===== src/rtl/wb_port_arbiter.sv =====
// Register-file write-port arbiter: pipeline writeback (A) versus a buffered
// long-latency return path (B), with starvation forcing and a pending-write scoreboard.
module wb_port_arbiter #(
  parameter int DEPTH        = 2,
  parameter int STARVE_LIMIT = 3
) (
  input  logic        i_clk,
  input  logic        i_rst,
  input  logic        a_valid,
  input  logic [4:0]  a_rd,
  input  logic [31:0] a_data,
  output logic        a_ready,
  input  logic        b_valid,
  input  logic [4:0]  b_rd,
  input  logic [31:0] b_data,
  output logic        b_ready,
  input  logic        b_issue,
  input  logic [4:0]  b_issue_rd,
  output logic [31:0] pending_mask,
  output logic        rf_we,
  output logic [4:0]  rf_waddr,
  output logic [31:0] rf_wdata
);

  localparam int AW = $clog2(DEPTH);
  localparam int SW = $clog2(STARVE_LIMIT + 1);

  logic [4:0]    fifo_rd   [DEPTH];
  logic [31:0]   fifo_data [DEPTH];
  logic [AW:0]   wr_ptr, rd_ptr;
  logic [SW-1:0] starve_cnt;
  logic [31:0]   pending_next;
  logic          empty, full, force_b, b_push, grant_a, grant_b;
  logic [4:0]    head_rd;
  logic [31:0]   head_data;

  assign empty     = (wr_ptr == rd_ptr);
  assign full      = (wr_ptr[AW] != rd_ptr[AW]) && (wr_ptr[AW-1:0] == rd_ptr[AW-1:0]);
  assign head_rd   = fifo_rd[rd_ptr[AW-1:0]];
  assign head_data = fifo_data[rd_ptr[AW-1:0]];
  assign force_b   = (starve_cnt == SW'(STARVE_LIMIT));

  // Handshakes depend only on registered state; reset keeps both ports open without recording.
  assign a_ready = i_rst | ~force_b;
  assign b_ready = i_rst | ~full;
  assign b_push  = b_valid & ~full & ~i_rst;
  assign grant_a = a_valid & ~force_b;
  assign grant_b = ~empty & (force_b | ~a_valid);

  always_ff @(posedge i_clk) begin
    if (b_push) begin
      fifo_rd[wr_ptr[AW-1:0]]   <= b_rd;
      fifo_data[wr_ptr[AW-1:0]] <= b_data;
    end
  end

  always_ff @(posedge i_clk) begin
    if (i_rst) begin
      wr_ptr <= '0;
      rd_ptr <= '0;
    end else begin
      if (b_push)  wr_ptr <= wr_ptr + 1'b1;
      if (grant_b) rd_ptr <= rd_ptr + 1'b1;
    end
  end

  // An entry enqueued this cycle already counts as waiting, so B waits at most STARVE_LIMIT A grants.
  always_ff @(posedge i_clk) begin
    if (i_rst) begin
      starve_cnt <= '0;
    end else if (grant_b || (empty && !b_push)) begin
      starve_cnt <= '0;
    end else if (grant_a) begin
      starve_cnt <= starve_cnt + 1'b1;
    end
  end

  always_ff @(posedge i_clk) begin
    if (i_rst) begin
      rf_we    <= 1'b0;
      rf_waddr <= '0;
      rf_wdata <= '0;
    end else if (grant_a) begin
      rf_we    <= (a_rd != 5'd0);
      rf_waddr <= a_rd;
      rf_wdata <= a_data;
    end else if (grant_b) begin
      rf_we    <= (head_rd != 5'd0);
      rf_waddr <= head_rd;
      rf_wdata <= head_data;
    end else begin
      rf_we    <= 1'b0;
    end
  end

  // A fresh issue to the register being retired wins, since a newer op is now in flight.
  always_comb begin
    pending_next = pending_mask;
    if (grant_b && head_rd != 5'd0) pending_next[head_rd] = 1'b0;
    if (b_issue && b_issue_rd != 5'd0) pending_next[b_issue_rd] = 1'b1;
  end

  always_ff @(posedge i_clk) begin
    if (i_rst) pending_mask <= '0;
    else       pending_mask <= pending_next;
  end

endmodule


===== config.mk =====
export PLATFORM = sky130hd
export DESIGN_NAME = wb_port_arbiter
export DESIGN_NICKNAME = d
export VERILOG_FILES = /design/src/rtl/wb_port_arbiter.sv
export SDC_FILE = /design/constraint.sdc
export NUM_CORES = 1
export LEC_CHECK = 0
export CAP_MARGIN = 20
export CELL_PAD_IN_SITES_DETAIL_PLACEMENT = 0
export CELL_PAD_IN_SITES_GLOBAL_PLACEMENT = 1
export CORE_UTILIZATION = 41
export CTS_CLUSTER_SIZE = 20
export DETAILED_ROUTE_END_ITERATION = 10
export GPL_TIMING_DRIVEN = 0
export PLACE_DENSITY_LB_ADDON = 0.1
export SLEW_MARGIN = 5
export SYNTH_ARGS = -nofsm -noshare
export SYNTH_HDL_FRONTEND = slang
export SYNTH_SLANG_ARGS = --single-unit

===== constraint.sdc =====
create_clock -name i_clk -period 14.65 [get_ports i_clk]
set_input_delay 3.6625 -clock i_clk [delete_from_list [all_inputs] [get_ports i_clk]]
set_output_delay 3.6625 -clock i_clk [all_outputs]
set_load 0.01 [all_outputs]

# Yosys cells after proc, flatten, opt, wreduce, memory -nomap -nowiden
# Memory sizes are Yosys's and may differ from the RTL's. A register that Yosys moved wholly into a read port is not among the register bits.
# Index checks and enable logic that the tools add are counted.
# classes
magnitude_cmp	4
n_eq_ne	4
addsub	3
mux	18
n_reduce_logical	13
n_bitwise	15
multipliers	0
div	0
shift	0
# ops
op	count
$mux 32	4
$and 32x32->32	1
$not 32->32	1
$or 32x32->32	1
$reduce_bool 5->1	3
$lt 5x6->1 const B	2
$demux 1 s5	2
$ge 5x1->1 const B	2
$mux 1	10
$mux 5	2
$add 2x1->2 const B	3
$logic_and 1x1->1	6
$not 1->1	5
$and 1x1->1	4
$or 1x1->1	3
$eq 2x2->1	1
$eq 2x2->1 const B	1
$reduce_bool 2->1	1
$reduce_or 2->1	1
$eq 1x1->1	1
$logic_not 1->1	1
$logic_or 1x1->1	1
$ne 1x1->1	1
# totals
mem_bits_ro	0
n_memories	2
ramBits	74
reg_bits	76
output_inout_bits	72
latchBits	0
# mem_list
memory	depth	width	read_ports	rd_clocked_by_memory_dff	wr	line_no	rtl
fifo_data	2	32	1	1	1	29	logic [31:0] fifo_data [DEPTH];
fifo_rd	2	5	1	1	1	28	logic [4:0] fifo_rd [DEPTH];

# Logic depth before layout (Yosys ltp)
# depth
depth_word	9
ltp_mapped	7
ltp_nobuf	5

# Worst setup path after synthesis
# OpenSTA, ideal clock, no wires.
# synth_path
path_type	input to register
start	input port i_rst
end	memory fifo_data[0][0], enable pin
arrival_ns	7.932
required_time_ns	14.113
setup_ns	0.537
path_slack_ns	6.181
path_buffers	2
stages	3
path_cell_list	clkbuf_1 -> clkbuf_1 -> nor4b_1
# synth_via
elab_chain_len	4
# synth_lines
item	line_no	rtl
start: declaration	8	input logic i_rst,
$not 1->1	46	assign b_push = b_valid & ~full & ~i_rst;
$and 1x1->1	46	
$mux 1	51	if (b_push) begin
$mux 1 (implied by the code)	53	fifo_data[wr_ptr[AW-1:0]] <= b_data;
end: declaration	29	
# Every way passes these cells.

# Worst setup path after layout
# layout_path
start	input port i_rst
end	output port b_ready
# layout_via
elab_chain_len	1
# layout_lines
item	line_no	rtl
$or 1x1->1	45	assign b_ready = i_rst | ~full;
end: declaration	16	output logic b_ready,
# Every way passes these cells.

==> results.md <==
- Worst Max-Slew Pin Slew: 0.8636 ns
- Most frequent cells in the layout: clkdlybuf4s50_1, dfxtp_1, edfxtp_1
- Tcrit/Tclk final: 0.6081
- Syn Nets: 628
- Setup CP Type: input pin to primary output
- Worst R2R Path Depth: 6
- Distinct cells, synth: 41
- Die footprint: 0.01534 mm^2
- Worst flop-to-flop path endpoint: fifo_data[0][5]
- Cells after Synth: 543
- Pin count of the biggest net entering global routing: 23
- Initial Utilization: 0.4189
- Max incr delay on CP: 0.53 ns
- Worst Skew: 0.005779 ns
- Via count: 4900
- CTS tree: yes
- Most common cell after layout, fill and taps aside: clkdlybuf4s50_1
- TritonCTS buffer count: 17
- GRT met2 Usage: 0.3625
- Core ar.: 0.01453 mm^2
- First-pass GRT wire length: 24710 um
- Post-CTS Hold Fix Bufs: 0
- Num ports: 156
- DRC Markers: 0
- Grt ovf: 0
- Initial antenna violation count: 0
- Total GRT Usage: 0.2175
- Worst-Skew Late Latency: 0.42 ns
- Clock Sinks: 151
- Hold WC Path Type: flip-flop to flip-flop
- Worst rel slew slack: 0.4230
- Most used routing layer: met2
- Sequential Power Share: 0.413
- Fill cells: 1296
- H-tree depth: 4
- Lkg Pwr: 2.854 nW
- Root buf cell: clkbuf_16
- Number of synthesized flops with an enable pin: 74
- Maximum Capacitance Violations: 0
- Setup TNS: 0 ns
- Worst path bufs/invs: 3
- Max IR drop VDD: 77.24 uV
- HPWL after detailed placement: 11490 um
- Yosys warning count: 0
- Fraction of layout cells with a size suffix above 1: 0.08992
- Crit-path cells: clkbuf_1 -> clkbuf_1 -> nor2_1 -> nand2_1 -> clkdlybuf4s50_1
- Top_reg_cell synth: dfxtp_1
- Area grow syn2layout: 40.12%
- Final setup viols: 0
- Slowest cell on crit path: clkdlybuf4s50_1
- Layout Nets: 806
- Gp weighted congestion: 0.7674
- Clock network power share: 0.383
- Initial drt markers: 342
- Routing usage on met3: 0.05540
- PortBufs: 153
- NetSw: 0.0003078 W
- Worst R2R Setup Slack: 12.20 ns
- Crit path arrival time: 5.25 ns
- Num rows: 44
- Drt pass-1 iters: 4
- Post-CTS Resized: 0
- Worst Setup SP: i_rst
- Syn Area/Cell: 11.21 um^2
- Power Total: 0.001179 W
- Register area share after synthesis: 0.6182
- Vias/cell: 5.338
- RSZ-0062 raised after global routing: false
- Detail Route Antenna Nets: 0
- Clk slew on worst S/H paths: 0.06 ns
- Pwr/cell area: 138.2 mW/mm^2
- Slew Limit Fails: 0
- Final number of hold-violating endpoints: 0
- Die Span Y: 123.9 um
- CP required: 10.99 ns
- Vias in the first global route: 4874
- CP Max Fanout: 10
- Post-Syn Area: 0.006088 mm^2
- CP dominant cell by count: clkbuf_1
- Wire per inst: 17.40 um
- Longest Clk Path Bufs: 2
- Period minus WS final: 8.909 ns
- Internal power: 0.0008712 W
- Die span in x: 123.9 um
- CP Capture Type: primary output
- Setup bufs post-CTS: 0
- Synth async-reset ratio: 0
- Worst r2r src: rd_ptr[1]
- Max Clk Rate: 112.2 MHz
- Routed WL: 15970 um
- CP top delay family: buffers and inverters
- Logic pwr share: 0.205
- Sw frac: 0.2611
- Grt met1 use: 0.2692
- Number of stages on the worst setup path: 5
- Setup crit start kind: input pin
- Outcome: complete, no violations
- Worst hold margin: 0.4631 ns
- Ant diodes: 0
- Crit path capture: b_ready
- FF+latch count, synth: 151
## registers in the layout, indices dropped and copies added, names as in the netlist, named ones only
register and cells:
fifo_data 64, pending_mask 32, rf_wdata 32, fifo_rd 10
rf_waddr 5, rd_ptr 2, starve_cnt 2, wr_ptr 2
rf_we 1
## routing by layer
| layer | up-vias | wire length (um) | share of wire |
|---|---|---|---|
| met4 | 0 | 265 | 0.017 |
| met5 | - | 0 | 0 |
| li1 | 2360 | - | - |
| met2 | 147 | 7924 | 0.50 |
| met1 | 2372 | 6881 | 0.43 |
| met3 | 21 | 902 | 0.056 |
## stage by stage
stage | cell area (um^2) | util | setup WS, ns | std cells
after global routing | 8531 | 0.5869 | 5.611 | 918
final | 8531 | 0.5869 | 5.741 | 918
after CTS | 8531 | 0.5869 | 5.711 | 918
after global placement | 7850 | 0.5401 | 3.412 | 880
after detailed placement | 7925 | 0.5453 | 5.712 | 886
after floorplan | 6088 | - | 6.181 | 543
## final cells by class
cell class | count | area, um^2 | area share
plain buffers | 39 | 187.7 | 0.02200
clock buffers | 22 | 454.2 | 0.05324
clock inverters | 10 | 151.4 | 0.01775
multi-input cells | 353 | 2155 | 0.2526
flip-flops and latches | 151 | 3764 | 0.4412
well taps | 184 | 230.2 | 0.02699
repair buffers | 159 | 1589 | 0.1863
## worst min-delay path by stage
stage | endpoint | slack [ns] | from | cells after the start
floorplan | starve_cnt[1] | 0.45 | starve_cnt[1] | 2
global placement | pending_mask[0] | 0.45 | pending_mask[0] | 1
detailed placement | pending_mask[0] | 0.46 | pending_mask[0] | 1
CTS | pending_mask[0] | 0.47 | pending_mask[0] | 1
global route | pending_mask[0] | 0.49 | pending_mask[0] | 1
finish | pending_mask[0] | 0.46 | pending_mask[0] | 1
## Yosys cell counts, types with 5 or more instances
cell type / instances / area [um^2]
nand2_1: 70 / 262.8
clkbuf_1: 24 / 90.09
a21oi_2: 6 / 52.55
o21ai_0: 70 / 350.3
nor3b_1: 6 / 45.04
o211ai_1: 30 / 225.2
a21oi_1: 65 / 325.3
dfxtp_1: 77 / 1541
buf_2: 7 / 35.03
mux2i_1: 37 / 370.4
edfxtp_1: 74 / 2222
o211ai_2: 7 / 87.58
nand2b_1: 6 / 37.54
mux2_2: 5 / 56.30
nor2_1: 11 / 41.29
nand3_1: 8 / 40.04
## power groups by stage
stage          Clock, W  Combinational, W  Sequential [W]
2_1_floorplan         0          0.000134        0.000501
3_3_place_gp          0          0.000236        0.000496
3_5_place_dp          0          0.000242        0.000495
4_1_cts        0.000457          0.000244        0.000487
5_1_grt        0.000477          0.000263        0.000489
6_report       0.000451          0.000242        0.000486
## logic make-up after synthesis
| kind of cell | count (synthesis) | share of synthesized area |
|---|---|---|
| muxes | 42 | 0.07008 |
| AOI/OAI and AO/OA | 189 | 0.1835 |
| xor gates and xnor gates | 5 | 0.008428 |
| adders and majority gates | 1 | 0.002055 |
| DFF | 151 | 0.6182 |
| and+or+nand+nor | 116 | 0.08693 |
| buffers and inverters | 39 | 0.03082 |
No activity file was read; power rests on OpenSTA's default activity.
